[src/rtl/seq_pkg.sv]
// Shared sequence package: transmitter/detector states,
// default frame geometry and the reference test key.
package seq_pkg;

    typedef enum logic [1:0] {
        S_IDLE,
        S_GAP,
        S_SEND,
        S_DONE
    } tx_state_t;

    localparam int KEY_LEN_DEF = 4;
    localparam int GAP_LEN_DEF = 2;

    localparam logic [3:0] TEST_KEY = 4'b1011;

    // A request for zero frames still sends one.
    function automatic logic [2:0] reps_eff(input logic [2:0] r);
        return (r == 3'd0) ? 3'd1 : r;
    endfunction

endpackage

[src/rtl/seq_shift_reg.sv]
// Parallel-load key register presenting its MSB;
// shifting rotates so the key is intact after a full frame.
module seq_shift_reg #(
    parameter int W = 4
) (
    input  logic         clock,
    input  logic         resetphase_n,
    input  logic         load,
    input  logic         shift,
    input  logic [W-1:0] din,
    output logic         msb
);

    logic [W-1:0] sr;

    // Load on accepted start, rotate left per transmitted bit.
    always_ff @(posedge clock or negedge resetphase_n) begin
        if (!resetphase_n) begin
            sr <= '0;
        end else if (load) begin
            sr <= din;
        end else if (shift) begin
            sr <= {sr[W-2:0], sr[W-1]};
        end
    end

    assign msb = sr[W-1];

endmodule

[src/rtl/seq_transmitter.sv]
// Framed serial key transmitter: GAP_LEN zeros then the key,
// MSB first, repeated for the latched number of frames.
module seq_transmitter
    import seq_pkg::*;
#(
    parameter int KEY_LEN = KEY_LEN_DEF,
    parameter int GAP_LEN = GAP_LEN_DEF
) (
    input  logic               clock,
    input  logic               resetphase_n,
    input  logic               start,
    input  logic               abort,
    input  logic [KEY_LEN-1:0] key_in,
    input  logic [2:0]         reps,
    output logic               seq,
    output logic               seq_valid,
    output logic               busy,
    output logic               done,
    output logic [2:0]         frame_cnt
);

    localparam int MAXL = (KEY_LEN > GAP_LEN) ? KEY_LEN : GAP_LEN;
    localparam int CW   = $clog2(MAXL);

    localparam logic [CW-1:0] GAP_LAST = CW'(GAP_LEN - 1);
    localparam logic [CW-1:0] KEY_LAST = CW'(KEY_LEN - 1);

    tx_state_t     state, state_n;
    logic [CW-1:0] cnt, cnt_n;
    logic [2:0]    reps_q, reps_n;
    logic [2:0]    fcnt_n;
    logic          seq_n, valid_n, busy_n, done_n;
    logic          load, shift, msb, more;

    seq_shift_reg #(.W(KEY_LEN)) u_sr (
        .clock        (clock),
        .resetphase_n (resetphase_n),
        .load         (load),
        .shift        (shift),
        .din          (key_in),
        .msb          (msb)
    );

    assign more = ({1'b0, frame_cnt} + 4'd1) < {1'b0, reps_q};

    // State, counters and all outputs are registered here.
    always_ff @(posedge clock or negedge resetphase_n) begin
        if (!resetphase_n) begin
            state     <= S_IDLE;
            cnt       <= '0;
            reps_q    <= '0;
            frame_cnt <= '0;
            seq       <= 1'b0;
            seq_valid <= 1'b0;
            busy      <= 1'b0;
            done      <= 1'b0;
        end else begin
            state     <= state_n;
            cnt       <= cnt_n;
            reps_q    <= reps_n;
            frame_cnt <= fcnt_n;
            seq       <= seq_n;
            seq_valid <= valid_n;
            busy      <= busy_n;
            done      <= done_n;
        end
    end

    // Next state and next registered outputs; abort overrides all.
    always_comb begin
        state_n = state;
        cnt_n   = cnt;
        reps_n  = reps_q;
        fcnt_n  = frame_cnt;
        seq_n   = 1'b0;
        valid_n = 1'b0;
        busy_n  = 1'b0;
        done_n  = 1'b0;
        load    = 1'b0;
        shift   = 1'b0;
        unique case (state)
            S_IDLE: begin
                if (start && !abort) begin
                    state_n = S_GAP;
                    cnt_n   = '0;
                    reps_n  = reps_eff(reps);
                    fcnt_n  = 3'd0;
                    valid_n = 1'b1;
                    busy_n  = 1'b1;
                    load    = 1'b1;
                end
            end
            S_GAP: begin
                busy_n  = 1'b1;
                valid_n = 1'b1;
                if (cnt == GAP_LAST) begin
                    state_n = S_SEND;
                    cnt_n   = '0;
                    seq_n   = msb;
                    shift   = 1'b1;
                end else begin
                    cnt_n = cnt + CW'(1);
                end
            end
            S_SEND: begin
                busy_n = 1'b1;
                if (cnt == KEY_LAST) begin
                    fcnt_n = frame_cnt + 3'd1;
                    cnt_n  = '0;
                    if (more) begin
                        state_n = S_GAP;
                        valid_n = 1'b1;
                    end else begin
                        state_n = S_DONE;
                        done_n  = 1'b1;
                    end
                end else begin
                    cnt_n   = cnt + CW'(1);
                    seq_n   = msb;
                    valid_n = 1'b1;
                    shift   = 1'b1;
                end
            end
            S_DONE: begin
                state_n = S_IDLE;
            end
            default: begin
                state_n = S_IDLE;
            end
        endcase
        if (abort && (state != S_IDLE)) begin
            state_n = S_IDLE;
            cnt_n   = '0;
            fcnt_n  = frame_cnt;
            seq_n   = 1'b0;
            valid_n = 1'b0;
            busy_n  = 1'b0;
            done_n  = 1'b0;
            shift   = 1'b0;
        end
    end

endmodule

[config.mk]
export PLATFORM = sky130hd
export DESIGN_NAME = seq_transmitter
export DESIGN_NICKNAME = d
export VERILOG_FILES = /design/src/rtl/seq_pkg.sv /design/src/rtl/seq_shift_reg.sv /design/src/rtl/seq_transmitter.sv
export SDC_FILE = /design/constraint.sdc
export NUM_CORES = 1
export LEC_CHECK = 0
export CAP_MARGIN = 20
export CORE_AREA = 2 2 67 63
export CTS_CLUSTER_SIZE = 8
export DETAILED_ROUTE_END_ITERATION = 16
export DIE_AREA = 0 0 69 65
export GPL_TIMING_DRIVEN = 0
export SLEW_MARGIN = 20
export SYNTH_ARGS = -nofsm -noshare
export SYNTH_HDL_FRONTEND = slang
export SYNTH_SLANG_ARGS = --single-unit
[constraint.sdc]
create_clock -name clock -period 4.92 [get_ports clock]
set_input_delay 0.984 -clock clock [delete_from_list [all_inputs] [get_ports clock]]
set_output_delay 0.984 -clock clock [all_outputs]
set_load 0.1 [all_outputs]
==> impl_summary.txt, run 1 <==
----------------------------------------------------
[Run status]
  Result of the run ... complete, no violations

[Critical path]
  Data arrival time of the worst path ... 1860 ps
  Longest individual stage delay on the worst path ... 1170 ps
  Source of the worst register-to-register timing path ... state[1]$_DFFE_PN0P_
  Worst-path maximum fanout ... 6
  Critical path required time ... a little under 4000 ps
  Source of the critical timing path ... frame_cnt[0]$_DFFE_PN0P_
  Nature of the critical path endpoint ... output port
  Kind of cell adding the most delay to the critical path ... buffers and inverters
  Path type of the worst setup path ... register to output port
  Launching element type of the critical path ... register
  Bufs and invs on worst path ... 1
  Worst-path cell chain ... clkdlybuf4s50_1
  Cell type of the slowest stage on the worst timing path ... sky130_fd_sc_hd__clkdlybuf4s50_1

[Logic synthesis]
  Dominant cells by area after synthesis ... sky130_fd_sc_hd__dfrtp_1, sky130_fd_sc_hd__ha_1, sky130_fd_sc_hd__nand2_1, sky130_fd_sc_hd__o21ai_0, sky130_fd_sc_hd__mux2i_1
  Cell type with the highest aggregate area in the netlist ... sky130_fd_sc_hd__dfrtp_1
  FFs w/ async S/R, synth ... 100%
  Number of enable-type register cells in the synthesized netlist ... 0
  Synth top area share ... 41.5%
  Yosys Warn Count ... 0
  Top flip-flop cell by instance count after synthesis ... sky130_fd_sc_hd__dfrtp_1
  Number of cells produced by synthesis ... roughly 110
  Seq cells post-synth ... 18
  Portion of the post-synthesis area used by sequential elements ... 41.5%
  Post-synth net total ... around 130
  Mapped Avg Cell Area ... approximately 9.6 um^2
  Number of distinct library cell variants in the gate-level netlist after synthesis ... 34
  Post-synthesis instance area ... roughly 1100 um^2

[Route]
  Post-detailed-routing wire length ... about 2100 um
  Initial DRT Pass Iterations ... 4
  Iter 0 DRT Violations ... 38
  Final routed DRC violation total ... 0
  Antenna viol nets, final ... 0
  Total number of vias ... around 850
  Vias per cell ... ~4.7
  Wirelength per Cell ... around 12 um

[Layout]
  Flip-flop and latch area ... roughly 450 um^2
  Area occupied by multi-input gates ... 586 um^2
  Synthesis-to-layout area growth ... 26.3%
  Final-layout fill cell count ... 400
  Share of cells above drive strength 1 ... between 10% and 20%
  Number of nets in the layout ... 156
  Number of diodes added for antenna fixing ... 0

[Floorplan]
  Vertical die dimension ... about 65 um
  Area of the core ... 3850 um^2
  Total die area ... around 4500 um^2
  Die extent in x ... just under 70 um
  Initial core utilization ... between 20% and 30%
  Row count ... 22
  Number of top-level pins ... 18

[Placement]
  PortBufs ... 17
  Placer Congestion ... between 0.8 and 0.9
  Post-detail-place hpwl ... roughly 1700 um

[Global route]
  Global-route wire length before repair ... between 3000 and 4000 um
  Remaining global-route overflow ... 0
  Antenna violations before repair ... 0
  Via count of the first global-routing pass ... 800
  Total global-route track usage ... 10.6%
  Pin count of the biggest net entering global routing ... 19

[Pwr]
  Leakage power ... approximately 0.65 nW
  Overall power consumption ... between 0.7 and 0.8 mW
  Power density cells ... about 550 nW/um^2
  VDD IR-drop max ... roughly 0.00014 V

[Clock network]
  Clock buffer count from CTS ... 3
  H-tree Lvls ... 1
  Clock Pin Slew Worst Setup and Hold Paths ... around 70 ps
  CTS tree ... built
  Root buffer cell ... sky130_fd_sc_hd__clkbuf_8
  Clock sink count ... 18
  Buffer depth of the longest clock path ... 2
  Clock insertion delay at the later pin of the skew report ... approximately 250 ps
  Number of instances resized during post-cts repair ... 0
  Post-cts hold buffer count ... 0
  Setup bufs post-CTS ... 0

[Hold path]
  Start point of the worst hold path ... reps_q[0]$_DFFE_PN0P_
  Worst hold path type ... register to register

[STA]
  Actual transition at the worst max-transition pin ... approximately 970 ps
  Final worst clock skew ... between 1 and 1.5 ps
  Final hold violation count ... 0
  Period utilization ... between 50% and 60%
  Final number of max-transition violations ... 0
  Setup_tns ... 0 ps
  Fmax ... 352 MHz
  # setup viols final ... 0
  Min Clock Period, post-route ... roughly 2800 ps
  Slew headroom ... ~35%
  Unrepaired setup endpoints after global routing ... no

[Flow run]
  Max-capacitance violation count ... 0

----------------------------------------------------
final timing paths:
path	end	slack, ps	cells after the start
max	frame_cnt[0]	2080	1
min	reps_q[0]$_DFFE_PN0P_	480	2
max reg2reg	u_sr.sr[3]$_DFFE_PN0P_	2980	6
min reg2reg	reps_q[0]$_DFFE_PN0P_	480	2
max in group asynchronous	u_sr.sr[3]$_DFFE_PN0P_	3230	1
min in group asynchronous	frame_cnt[2]$_DFFE_PN0P_	1190	1
per-stage QoR:
step	utilization (%)	area [um^2]	setup slack, ps	instances	hold WS [ps]
floorplan	-	1090	2560	113	444
global route	35.6	1370	2030	182	544
global placement	34.2	1320	2230	178	470
detailed placement	34.2	1320	2270	178	470
finish	35.6	1370	2080	182	477
CTS	35.6	1370	2070	182	486
registers in the layout, indices dropped and copies added (netlist names):
signal and count:
u_sr.sr 4, frame_cnt 3, reps_q 3, cnt 2, state 2, busy 1
done 1, seq 1, seq_valid 1
Yosys cell counts, types with 2 or more instances:
| cell | instances |
|---|---|
| sky130_fd_sc_hd__dfrtp_1 | 18 |
| sky130_fd_sc_hd__nand2_1 | 15 |
| sky130_fd_sc_hd__ha_1 | 10 |
| sky130_fd_sc_hd__inv_1 | 9 |
| sky130_fd_sc_hd__o21ai_0 | 9 |
| sky130_fd_sc_hd__nor2_1 | 8 |
| sky130_fd_sc_hd__mux2i_1 | 4 |
| sky130_fd_sc_hd__nor2b_1 | 4 |
| sky130_fd_sc_hd__nand2b_1 | 3 |
| sky130_fd_sc_hd__o21a_1 | 3 |
| sky130_fd_sc_hd__a31oi_1 | 2 |
| sky130_fd_sc_hd__mux2_2 | 2 |
| sky130_fd_sc_hd__nand3_1 | 2 |
| sky130_fd_sc_hd__nand3b_1 | 2 |
| sky130_fd_sc_hd__nor3_1 | 2 |
| sky130_fd_sc_hd__o31ai_1 | 2 |
layer usage:
layer	vias up	part of all wire, %	GRT usage [%]
li1	432	-	-
met1	394	48	13.4
met2	18	45	16.7
met3	5	3.4	1.71
met4	0	3.1	7.35
met5	-	0	0
cell usage in the layout (no fill, tap or decap), types with 2 or more instances in the layout:
cell type,instances
sky130_fd_sc_hd__nor2b_1,4
sky130_fd_sc_hd__clkbuf_8,4
sky130_fd_sc_hd__nor2_1,8
sky130_fd_sc_hd__mux2_2,2
sky130_fd_sc_hd__nand2b_1,3
sky130_fd_sc_hd__nand3b_1,2
sky130_fd_sc_hd__inv_1,9
sky130_fd_sc_hd__dfrtp_1,18
sky130_fd_sc_hd__nand2_1,15
sky130_fd_sc_hd__o31ai_1,2
sky130_fd_sc_hd__mux2i_1,4
sky130_fd_sc_hd__o21ai_0,9
sky130_fd_sc_hd__ha_1,10
sky130_fd_sc_hd__a31oi_1,2
sky130_fd_sc_hd__o21a_1,3
sky130_fd_sc_hd__nand3_1,2
sky130_fd_sc_hd__clkdlybuf4s50_1,17
sky130_fd_sc_hd__nor3_1,2
cell families after synthesis:
family | count (synthesis) | synth area share, %
AOI/OAI and AO/OA | 25 | 15.8
adders and majority gates | 10 | 11.5
buffers and inverters | 11 | 4.61
DFF | 18 | 41.5
muxes | 6 | 5.76
and+or+nand+nor | 43 | 20.9
area by class of cell:
class / count / share of cell area (%)
Inverter: 9 / 2.46
Clock buffer: 4 / 4.01
Multi-Input combinational cell: 84 / 42.7
Sequential cell: 18 / 32.8
Buffer: 2 / 1.19
Timing Repair Buffer: 17 / 12.4
Tap cell: 48 / 4.38
power breakdown:
group          internal (mW)  switching [mW]
registers              0.199          0.0358
logic                  0.148           0.253
clock network         0.0711          0.0491
worst reg2reg max path: stages, from the launching register on:
cell and delay [ps]:
sky130_fd_sc_hd__dfrtp_1 460, sky130_fd_sc_hd__inv_1 120, sky130_fd_sc_hd__ha_1 280, sky130_fd_sc_hd__nor3b_1 540, sky130_fd_sc_hd__buf_2 310, sky130_fd_sc_hd__nand2_1 70
sky130_fd_sc_hd__o21ai_0 70
Note: power is estimated with default switching activity, not from simulation.
==> run 2, diff against run 1 <==
- clock period: 4.92 -> 2.4 ns (I/O delays scaled with it)
==> results of run 2 <==
The final DEF is identical to that of run 1. Status: complete, no violations.
Among the figures that moved: setup slack after placement 2270 ps -> 251 ps; setup slack after layout 2080 ps -> 64.1 ps; register-to-register setup slack 2980 ps -> 460 ps; total power 0.756 mW -> 1.55 mW; worst IR drop on VDD 0.000136 V -> 0.000278 V
==> run 3, diff against run 2 <==
==> constraint.sdc (replaced) <==
create_clock -name clock -period 2.4 [get_ports clock]
set_input_delay 0.48 -clock clock [delete_from_list [all_inputs] [get_ports clock]]
set_output_delay 0.48 -clock clock [all_outputs]
set_load 0.01 [all_outputs]
==> results of run 3 <==
The final DEF is identical to that of run 1. Status: complete, no violations.
Among the figures that moved: setup slack after placement 2270 ps -> 251 ps; setup slack after layout 2080 ps -> 461 ps; start point of the critical path frame_cnt[0]$_DFFE_PN0P_ -> state[1]$_DFFE_PN0P_; end point of the critical path frame_cnt[0] -> u_sr.sr[3]$_DFFE_PN0P_; register-to-register setup slack 2980 ps -> 460 ps; total power 0.756 mW -> 1.37 mW; worst IR drop on VDD 0.000136 V -> 0.000228 V
